File: config.mk
export PLATFORM = sky130hd
export DESIGN_NAME = pid_chn_controller
export DESIGN_NICKNAME = d
export VERILOG_FILES = /design/src/rtl/pid_pkg.sv /design/src/rtl/pid_sat.sv /design/src/rtl/pid_chn_controller.sv
export SDC_FILE = /design/constraint.sdc
export NUM_CORES = 2
export LEC_CHECK = 0
export ABC_AREA = 1
export BUFFER_PORTS_ARGS = -buffer_cell sky130_fd_sc_hd__buf_2
export CAP_MARGIN = 15
export CORE_ASPECT_RATIO = 1.25
export CORE_MARGIN = 2
export CORE_UTILIZATION = 57
export DETAILED_ROUTE_END_ITERATION = 6
export GPL_TIMING_DRIVEN = 0
export PLACE_DENSITY = 0.75
export REMOVE_ABC_BUFFERS = 1
export SLEW_MARGIN = 20
export SYNTH_ARGS = -nofsm -noshare
export SYNTH_HDL_FRONTEND = slang
export SYNTH_SLANG_ARGS = --single-unit
File: constraint.sdc
create_clock -name clk -period 12.6 [get_ports clk]
set_input_delay 0.63 -clock clk [delete_from_list [all_inputs] [get_ports clk]]
set_output_delay 0.63 -clock clk [all_outputs]
set_load 0.02 [all_outputs]
File: src/rtl/pid_pkg.sv
// pid_pkg: shared state encoding and width/limit defaults for the PID channel controller.
package pid_pkg;
   typedef enum logic [2:0] {IDLE, ERR, MUL_P, MUL_I, MUL_D, SAT, BURST} state_t;
   localparam int DEF_DATA_WIDTH = 16;
   localparam int ERR_WIDTH = DEF_DATA_WIDTH + 1;
   localparam int ACC_WIDTH = 48;
   localparam int DEF_OUT_MAX = 1500;
   localparam int DEF_INT_LIM = 1_000_000;
endpackage

File: src/rtl/pid_sat.sv
// pid_sat: symmetric signed clamp to +/-LIM with width reduction.
module pid_sat #(
   parameter int IW  = 48,
   parameter int OW  = 16,
   parameter int LIM = 1500
) (
   input  logic signed [IW-1:0] din,
   output logic signed [OW-1:0] dout
);
   localparam logic signed [IW-1:0] HI = IW'(LIM);
   localparam logic signed [IW-1:0] LO = -HI;
   assign dout = din > HI ? OW'(HI) : din < LO ? OW'(LO) : OW'(din);
endmodule

File: src/rtl/pid_chn_controller.sv
// pid_chn_controller: time-multiplexed PID over NUM_CHN channels sharing one multiplier,
// results streamed as a contiguous burst after every channel is computed.
module pid_chn_controller
   import pid_pkg::*;
#(
   parameter int DATA_WIDTH = DEF_DATA_WIDTH,
   parameter int NUM_CHN    = 4,
   parameter int CHN_WIDTH  = 3,
   parameter int GAIN_WIDTH = 16,
   parameter int FRAC_BITS  = 8,
   parameter int INT_WIDTH  = 24,
   parameter int INT_LIM    = DEF_INT_LIM,
   parameter int OUT_MAX    = DEF_OUT_MAX
) (
   input  logic                          clk,
   input  logic                          rst,
   input  logic                          tick_i,
   input  logic                          clr_i,
   input  logic [NUM_CHN*DATA_WIDTH-1:0] sp_i,
   input  logic [NUM_CHN*DATA_WIDTH-1:0] fb_i,
   input  logic [GAIN_WIDTH-1:0]         kp_i,
   input  logic [GAIN_WIDTH-1:0]         ki_i,
   input  logic [GAIN_WIDTH-1:0]         kd_i,
   output logic                          u_valid_o,
   output logic [CHN_WIDTH-1:0]          u_chn_o,
   output logic [DATA_WIDTH-1:0]         u_data_o,
   output logic                          busy_o,
   output logic                          overrun_o
);
   localparam int CW = NUM_CHN > 1 ? $clog2(NUM_CHN) : 1;
   localparam int EW = DATA_WIDTH + 1;
   localparam int DW = DATA_WIDTH + 2;
   localparam int PW = GAIN_WIDTH + 1 + INT_WIDTH;

   state_t state;
   logic [CW-1:0] ch;
   logic signed [EW-1:0] e, e_c;
   logic signed [DW-1:0] d, d_c;
   logic signed [INT_WIDTH-1:0] itmp, itmp_c, mul_x;
   logic signed [INT_WIDTH:0] i_sum;
   logic signed [ACC_WIDTH-1:0] acc, u_shift;
   logic signed [PW-1:0] prod;
   logic [GAIN_WIDTH-1:0] mul_g;
   logic signed [DATA_WIDTH-1:0] sp_c, fb_c, u_c;
   logic last, hold_i;
   logic signed [INT_WIDTH-1:0]  integ  [NUM_CHN];
   logic signed [EW-1:0]         e_prev [NUM_CHN];
   logic signed [DATA_WIDTH-1:0] result [NUM_CHN];

   assign sp_c  = sp_i[int'(ch)*DATA_WIDTH +: DATA_WIDTH];
   assign fb_c  = fb_i[int'(ch)*DATA_WIDTH +: DATA_WIDTH];
   assign e_c   = EW'(sp_c) - EW'(fb_c);
   assign i_sum = (INT_WIDTH+1)'(integ[ch]) + (INT_WIDTH+1)'(e_c);
   assign d_c   = DW'(e_c) - DW'(e_prev[ch]);
   assign last  = ch == CW'(NUM_CHN - 1);

   pid_sat #(.IW(INT_WIDTH+1), .OW(INT_WIDTH), .LIM(INT_LIM)) u_isat (.din(i_sum), .dout(itmp_c));

   // One multiplier serves all three terms; gains are unsigned so a zero MSB makes them signed.
   assign mul_g = state == MUL_P ? kp_i : state == MUL_I ? ki_i : kd_i;
   assign mul_x = state == MUL_P ? INT_WIDTH'(e) : state == MUL_I ? itmp : INT_WIDTH'(d);
   assign prod  = $signed({1'b0, mul_g}) * mul_x;

   assign u_shift = acc >>> FRAC_BITS;
   pid_sat #(.IW(ACC_WIDTH), .OW(DATA_WIDTH), .LIM(OUT_MAX)) u_osat (.din(u_shift), .dout(u_c));

   // Freeze the integrator only when the output saturates in the direction the error pushes.
   assign hold_i = (u_shift != ACC_WIDTH'(u_c)) && (e[EW-1] == u_shift[ACC_WIDTH-1]);
   assign busy_o = state != IDLE;

   always_ff @(posedge clk or posedge rst) begin
      if (rst) begin
         state     <= IDLE;
         ch        <= '0;
         e         <= '0;
         d         <= '0;
         itmp      <= '0;
         acc       <= '0;
         u_valid_o <= 1'b0;
         u_chn_o   <= '0;
         u_data_o  <= '0;
         overrun_o <= 1'b0;
         for (int i = 0; i < NUM_CHN; i++) begin
            integ[i]  <= '0;
            e_prev[i] <= '0;
            result[i] <= '0;
         end
      end else if (clr_i) begin
         state     <= IDLE;
         ch        <= '0;
         u_valid_o <= 1'b0;
         overrun_o <= 1'b0;
         for (int i = 0; i < NUM_CHN; i++) begin
            integ[i]  <= '0;
            e_prev[i] <= '0;
            result[i] <= '0;
         end
      end else begin
         u_valid_o <= 1'b0;
         if (tick_i && state != IDLE) overrun_o <= 1'b1;
         case (state)
            IDLE: if (tick_i) state <= ERR;
            ERR: begin
               e     <= e_c;
               d     <= d_c;
               itmp  <= itmp_c;
               state <= MUL_P;
            end
            MUL_P: begin
               acc   <= ACC_WIDTH'(prod);
               state <= MUL_I;
            end
            MUL_I: begin
               acc   <= acc + ACC_WIDTH'(prod);
               state <= MUL_D;
            end
            MUL_D: begin
               acc   <= acc + ACC_WIDTH'(prod);
               state <= SAT;
            end
            SAT: begin
               result[ch] <= u_c;
               e_prev[ch] <= e;
               if (!hold_i) integ[ch] <= itmp;
               ch    <= last ? '0 : ch + 1'b1;
               state <= last ? BURST : ERR;
            end
            BURST: begin
               u_valid_o <= 1'b1;
               u_chn_o   <= CHN_WIDTH'(ch);
               u_data_o  <= result[ch];
               ch        <= last ? '0 : ch + 1'b1;
               state     <= last ? IDLE : BURST;
            end
            default: state <= IDLE;
         endcase
      end
   end
endmodule

# --- After elaboration in Yosys (flattened, before gate mapping) ---
# Index checks and enable logic that the tools add are counted.
classes:
  n_addsub: 5
  multipliers: 1
  magnitude_cmp: 6
  n_eq_ne: 11
  shifts: 2
  mux: 46
  n_bitwise: 2
  n_reduce_logical: 15
ops:
  columns: ["cell", "n"]
  rows:
  - ["96-bit 2-to-1 mux", 3]
  - ["24-bit 2-to-1 mux", 7]
  - ["68-bit 2-to-1 mux", 2]
  - ["64-bit 2-to-1 mux", 2]
  - ["64-bit by 7-bit variable part select with 16-bit output", 2]
  - ["16-bit 2-to-1 mux", 7]
  - ["96-bit bitwise mux", 1]
  - ["48-bit case mux with 2 select lines", 1]
  - ["68-bit bitwise mux", 1]
  - ["64-bit bitwise mux", 1]
  - ["17-bit 2-to-1 mux", 3]
  - ["48-bit by 41-bit adder with 48-bit output", 1]
  - ["24-bit binary-select mux with 2-bit select", 1]
  - ["24-bit demux with 2-bit select", 1]
  - ["17-bit by 24-bit multiplier with 41-bit output", 1]
  - ["40-bit by 12-bit greater-than comparator with 1-bit output, second input constant", 1]
  - ["40-bit by 12-bit < comparator with 1-bit output, second input constant", 1]
  - ["40-bit by 16-bit != test with 1-bit output", 1]
  - ["17-bit binary-select mux with 2-bit select", 1]
  - ["17-bit demux with 2-bit select", 1]
  - ["16-bit binary-select mux with 2-bit select", 1]
  - ["16-bit demux with 2-bit select", 1]
  - ["24-bit by 17-bit adder with 25-bit output", 1]
  - ["25-bit by 21-bit greater-than comparator with 1-bit output, second input constant", 1]
  - ["other kinds (25)", 45]
word_totals:
  register_bits: 360
  output_inout_bits: 22
  wordCells: 110

# --- Logic depth before layout (Yosys ltp) ---
depth:
  word_depth: 9
  depth_mapped: 51
  depth_no_buf: 49

# --- Cells and area by module ---
# Synthesis repeated with hierarchy kept, for this count alone.
unflattened:
  hier_cells: 5737
  hier_area_um2: 40385.0
by_module_without_submodules:
  columns: ["module", "n_inst", "cells_each", "area_per_inst_um2", "seq_area_each_um2"]
  rows:
  - ["pid_chn_controller", 1, 5459, 39173.8, 9008.6]
  - ["pid_sat (u_osat)", 1, 149, 674.4, 0.0]
  - ["pid_sat (u_isat)", 1, 129, 536.8, 0.0]

# --- Worst setup path before layout ---
# Ideal clock, no wire load.
synth_timing:
  path_type: "flip-flop to flip-flop"
  from: "register state[0]"
  to: "register acc[47]"
  arrival_time_ps: 8100
  slack_ps: 4382
  stages_incl_launch_ff: 45
  synth_period_minus_slack_ps: 8218
  cell_sequence: "dfrtp_1 -> inv_2 -> nor2_1 -> inv_1 -> nor2_4 -> clkbuf_1 -> nand2_1 -> nand3_1 -> o21ai_0 -> inv_1 -> clkbuf_1 -> nand2_1 -> fa_1 -> fa_1 -> inv_1 -> fa_1 -> fa_1 -> fa_1 -> [9 not listed] -> nand2_1 -> nand2_1 -> nand2_1 -> nand2_1 -> nand2_1 -> inv_1 -> ha_1 -> nand2_1 -> nor2_1 -> inv_1 -> nor4_1 -> o21ai_0 -> nand4_1 -> nand3_1 -> inv_1 -> nand2_1 -> nand3_1 -> nand2_1"
synth_between:
  elab_chain_cells: 6
  word_cells_on_any_way: 13
  cone_classes: "add/sub (1); mul (1); eq/ne (3); mux (5); reduce/logical (3)"
synth_lines:
  columns: ["item", "line_no", "text"]
  rows:
  - ["from (decl)", "pid_chn_controller.sv:35", "state_t state;"]
  - ["from (signal assigned)", "pid_chn_controller.sv:126", "state <= last ? BURST : ERR;"]
  - ["from (signal assigned)", "pid_chn_controller.sv:133", "state <= last ? IDLE : BURST;"]
  - ["3-bit by 2-bit == test with 1-bit output", "pid_chn_controller.sv:60, pid_chn_controller.sv:61, pid_chn_controller.sv:101", null]
  - ["16-bit 2-to-1 mux or 24-bit 2-to-1 mux (tied branches) (2 in series)", "pid_chn_controller.sv:60, pid_chn_controller.sv:61", null]
  - ["17-bit by 24-bit multiplier with 41-bit output", "pid_chn_controller.sv:62", "assign prod = $signed({1'b0, mul_g}) * mul_x;"]
  - ["48-bit by 41-bit adder with 48-bit output", "pid_chn_controller.sv:114, pid_chn_controller.sv:118", null]
  - ["48-bit case mux with 2 select lines", "pid_chn_controller.sv:101", "case (state)"]
  - ["to (signal assigned)", "pid_chn_controller.sv:110", "acc <= ACC_WIDTH'(prod);"]
  - ["to (signal assigned)", "pid_chn_controller.sv:114", "acc <= acc + ACC_WIDTH'(prod);"]
  - ["to (signal assigned)", "pid_chn_controller.sv:118", "acc <= acc + ACC_WIDTH'(prod);"]
  - ["to (decl)", "pid_chn_controller.sv:41", "logic signed [ACC_WIDTH-1:0] acc, u_shift;"]
# Several ways; a longest one is shown, not always the timed one.
# A chain may end at the register's enable or synchronous reset.

# --- Worst setup path after layout ---
layout_timing:
  from: "register state[0]"
  to: "register acc[33]"
# Same word-level chain as after synthesis.

==> flow_summary.yaml <==
sta:
  relSlewSlack_pct: 23.3
  tightestPinTransition_ps: 1140
  skew_ps: 57.3
  fin_crit_sh_pct: 85.8
  fin_crit_ps: 10810
  finalHoldViolCount: 0
  slew_viol_final: 0
  fmax_mhz: 92.5
  rsz0062_at_grt: "no"
  finalSetupViolCount: 0
die:
  die_x_microns: 236
  boundaryPins: 202
  die_y_microns: 294
  dieArea_sq_um: 69600
  rows: 106
  initial_core_util_pct: 57.5
  core-area_sq_um: 66800
clock_network:
  ctsResizeCount: 0
  clock_sinks: 360
  cts_made_buffers: 39
  clockBufferDepth: 3
  cts.htree.levels: 2
  post-cts-setup-buffers: 0
  tritoncts: "built"
  cts_hold_buf: 0
  clock_latency_ps: 610
  clkTransAtPathRegs_ps: 70
  cts-root-buf: "clkbuf_16"
flow_run:
  cap_violations: 0
logic_synthesis:
  synthArstFlopShare_pct: 100
  synth.most_common_cell: "nand2_1"
  synth_top_area_share_pct: 23.4
  yosys-top-cells-area: "dfrtp_1, fa_1, nand2_1"
  ys_seq_elements: 360
  synthTopCellsByCount: "nand2_1, inv_1, nor2_1"
  synthFlopType: "dfrtp_1"
  synth_enable_flop_cells: 0
  synthDistinctLibCells: 56
  yosys.area.top_type: "dfrtp_1"
  netlist_area_sq_um: 38500
  synth-seq-area-share_pct: 23.4
  synth_warnings: 0
  syn_avg_cell_area_sq_um: 7.30
  synthCells: 5266
finish:
  fin_cells: 6221
  drive_gt1_share_pct: 7.32
  num-nets-final: 6104
  final_util_pct: 62.9
  diodes: 0
  area.growth.synth_to_final_pct: 9.24
setup_path:
  r2r_slack_ps: 1790
  required_ps: 13050
  r2r_cells: 40
  r2r-start: "state[0]"
  cp_top_family: "adder cells"
  path_common_cell: "fa_1"
  path_depth: 40
  arrival_ps: 11260
  cp-start-kind: "register"
  startpoint: "state[0]"
  crit_end: "acc[33]"
  crit_buf_inv: 8
  critPathKind: "reg2reg"
  r2r-end: "acc[33]"
  slowest_delay_ps: 990
  worst_path_max_delay_cell: "clkinv_1"
  critPathMaxFanout: 30
  cp-end-kind: "register"
drt:
  wl_microns: 120000
  drtIter0Drc: 3032
  vias_per_cell: 5.75
  vias: 35800
  wl_per_cell_microns: 19.3
  drc: 0
  first_pass_iters: 6
  detail-route-antenna-nets: 0
global_route:
  grt_max_degree: 109
  grt_pass1_vias: 36300
  grt-ovfl-total: 0
  grt_pass1_wl_microns: 193000
  grt_util_all_layers_pct: 35.3
  antenna_found_initial: 2
placed_design:
  hpwl_microns: 91500
  place_inst: 6153
  globalplace.congestion: 0.997
  port_buffers: 200
min_path:
  hp-class: "in2async"
run_status:
  outcome: "complete, no violations"
==> layer usage <==
layer  vias to the layer above  share of wire, %  track usage (%)
li1                      16800                 -                -
met5                         -             0.012                0
met2                      1527                48             60.5
met4                         2               7.9             24.3
met1                     17000                37             40.4
met3                       470               7.2             6.15
==> placed cells by master (no fill, tap or decap), types with 13 or more instances in the layout <==
cell type / Yosys / layout
xnor2_1: 25 / 25
buf_16: 0 / 22
clkbuf_16: 0 / 39
nand2_2: 9 / 15
fa_1: 381 / 381
or2_2: 15 / 15
inv_1: 930 / 926
dfrtp_1: 360 / 358
o22ai_1: 126 / 126
nor4_1: 13 / 13
ha_1: 213 / 210
o21ai_0: 464 / 449
a31oi_1: 44 / 43
xor2_1: 57 / 57
nor2_1: 498 / 495
nand3_1: 274 / 274
o21ai_1: 18 / 17
o21ai_2: 10 / 17
a32o_1: 16 / 16
nand4_1: 38 / 38
a21oi_1: 247 / 241
nor3_1: 26 / 26
nand2_1: 1176 / 1169
o211ai_1: 19 / 19
o21bai_1: 16 / 16
buf_2: 10 / 200
==> metrics by stage <==
stage	hold WS [ps]	worst slack, ps	setup TNS [ps]	instance area [sq um]
after floorplan	437	1720	0	37600
after global placement	449	-3600	-1174350	39600
after detailed placement	454	1920	0	40700
after CTS	168	1890	0	42000
after global routing	208	1030	0	42000
final	156	1790	0	42000
==> area by class of cell <==
type | count | area (sq um)
clock buffers | 54 | 1070
clock inverters | 14 | 204
fillers | 6084 | 24800
inverters | 944 | 3570
multi-input cells | 3747 | 25200
flip-flops and latches | 360 | 9020
well taps | 864 | 1080
repair buffers | 238 | 1850
==> flip-flops by register name (all words and copies together), names as in the netlist <==
name	cells
u_valid_o	1
result	64
e_prev	68
itmp	24
e	17
u_chn_o	2
overrun_o	1
d	18
integ	96
acc	48
state	3
u_data_o	16
ch	2
==> worst min-delay path by stage <==
stage                   start  cells after the start    endpoint  slack (ps)
floorplan           integ[95]                      2   integ[95]         440
global placement    integ[95]                      2   integ[95]         450
detailed placement  integ[95]                      2   integ[95]         450
CTS                       rst                      2  result[11]         170
global route              rst                      2  result[62]         210
finish                    rst                      2  result[29]         160
==> logic make-up (layout without fill, tap and decap cells) <==
kind of cell	Yosys count	in the layout	synth area share [%]
buffers and inverters	1159	1250	11.6
AO/OA/AOI/OAI	1000	1000	14.5
flip-flops	360	360	23.4
XOR/XNOR	83	83	1.91
adder cells (fa/ha/maj)	594	594	26.8
other	1	1	0.00975
AND/OR/NAND/NOR	2069	2069	21.9
Power is left out: the tool's default activity adds up to more than one toggle a clock period on the data nets, which glitch-free logic cannot reach.
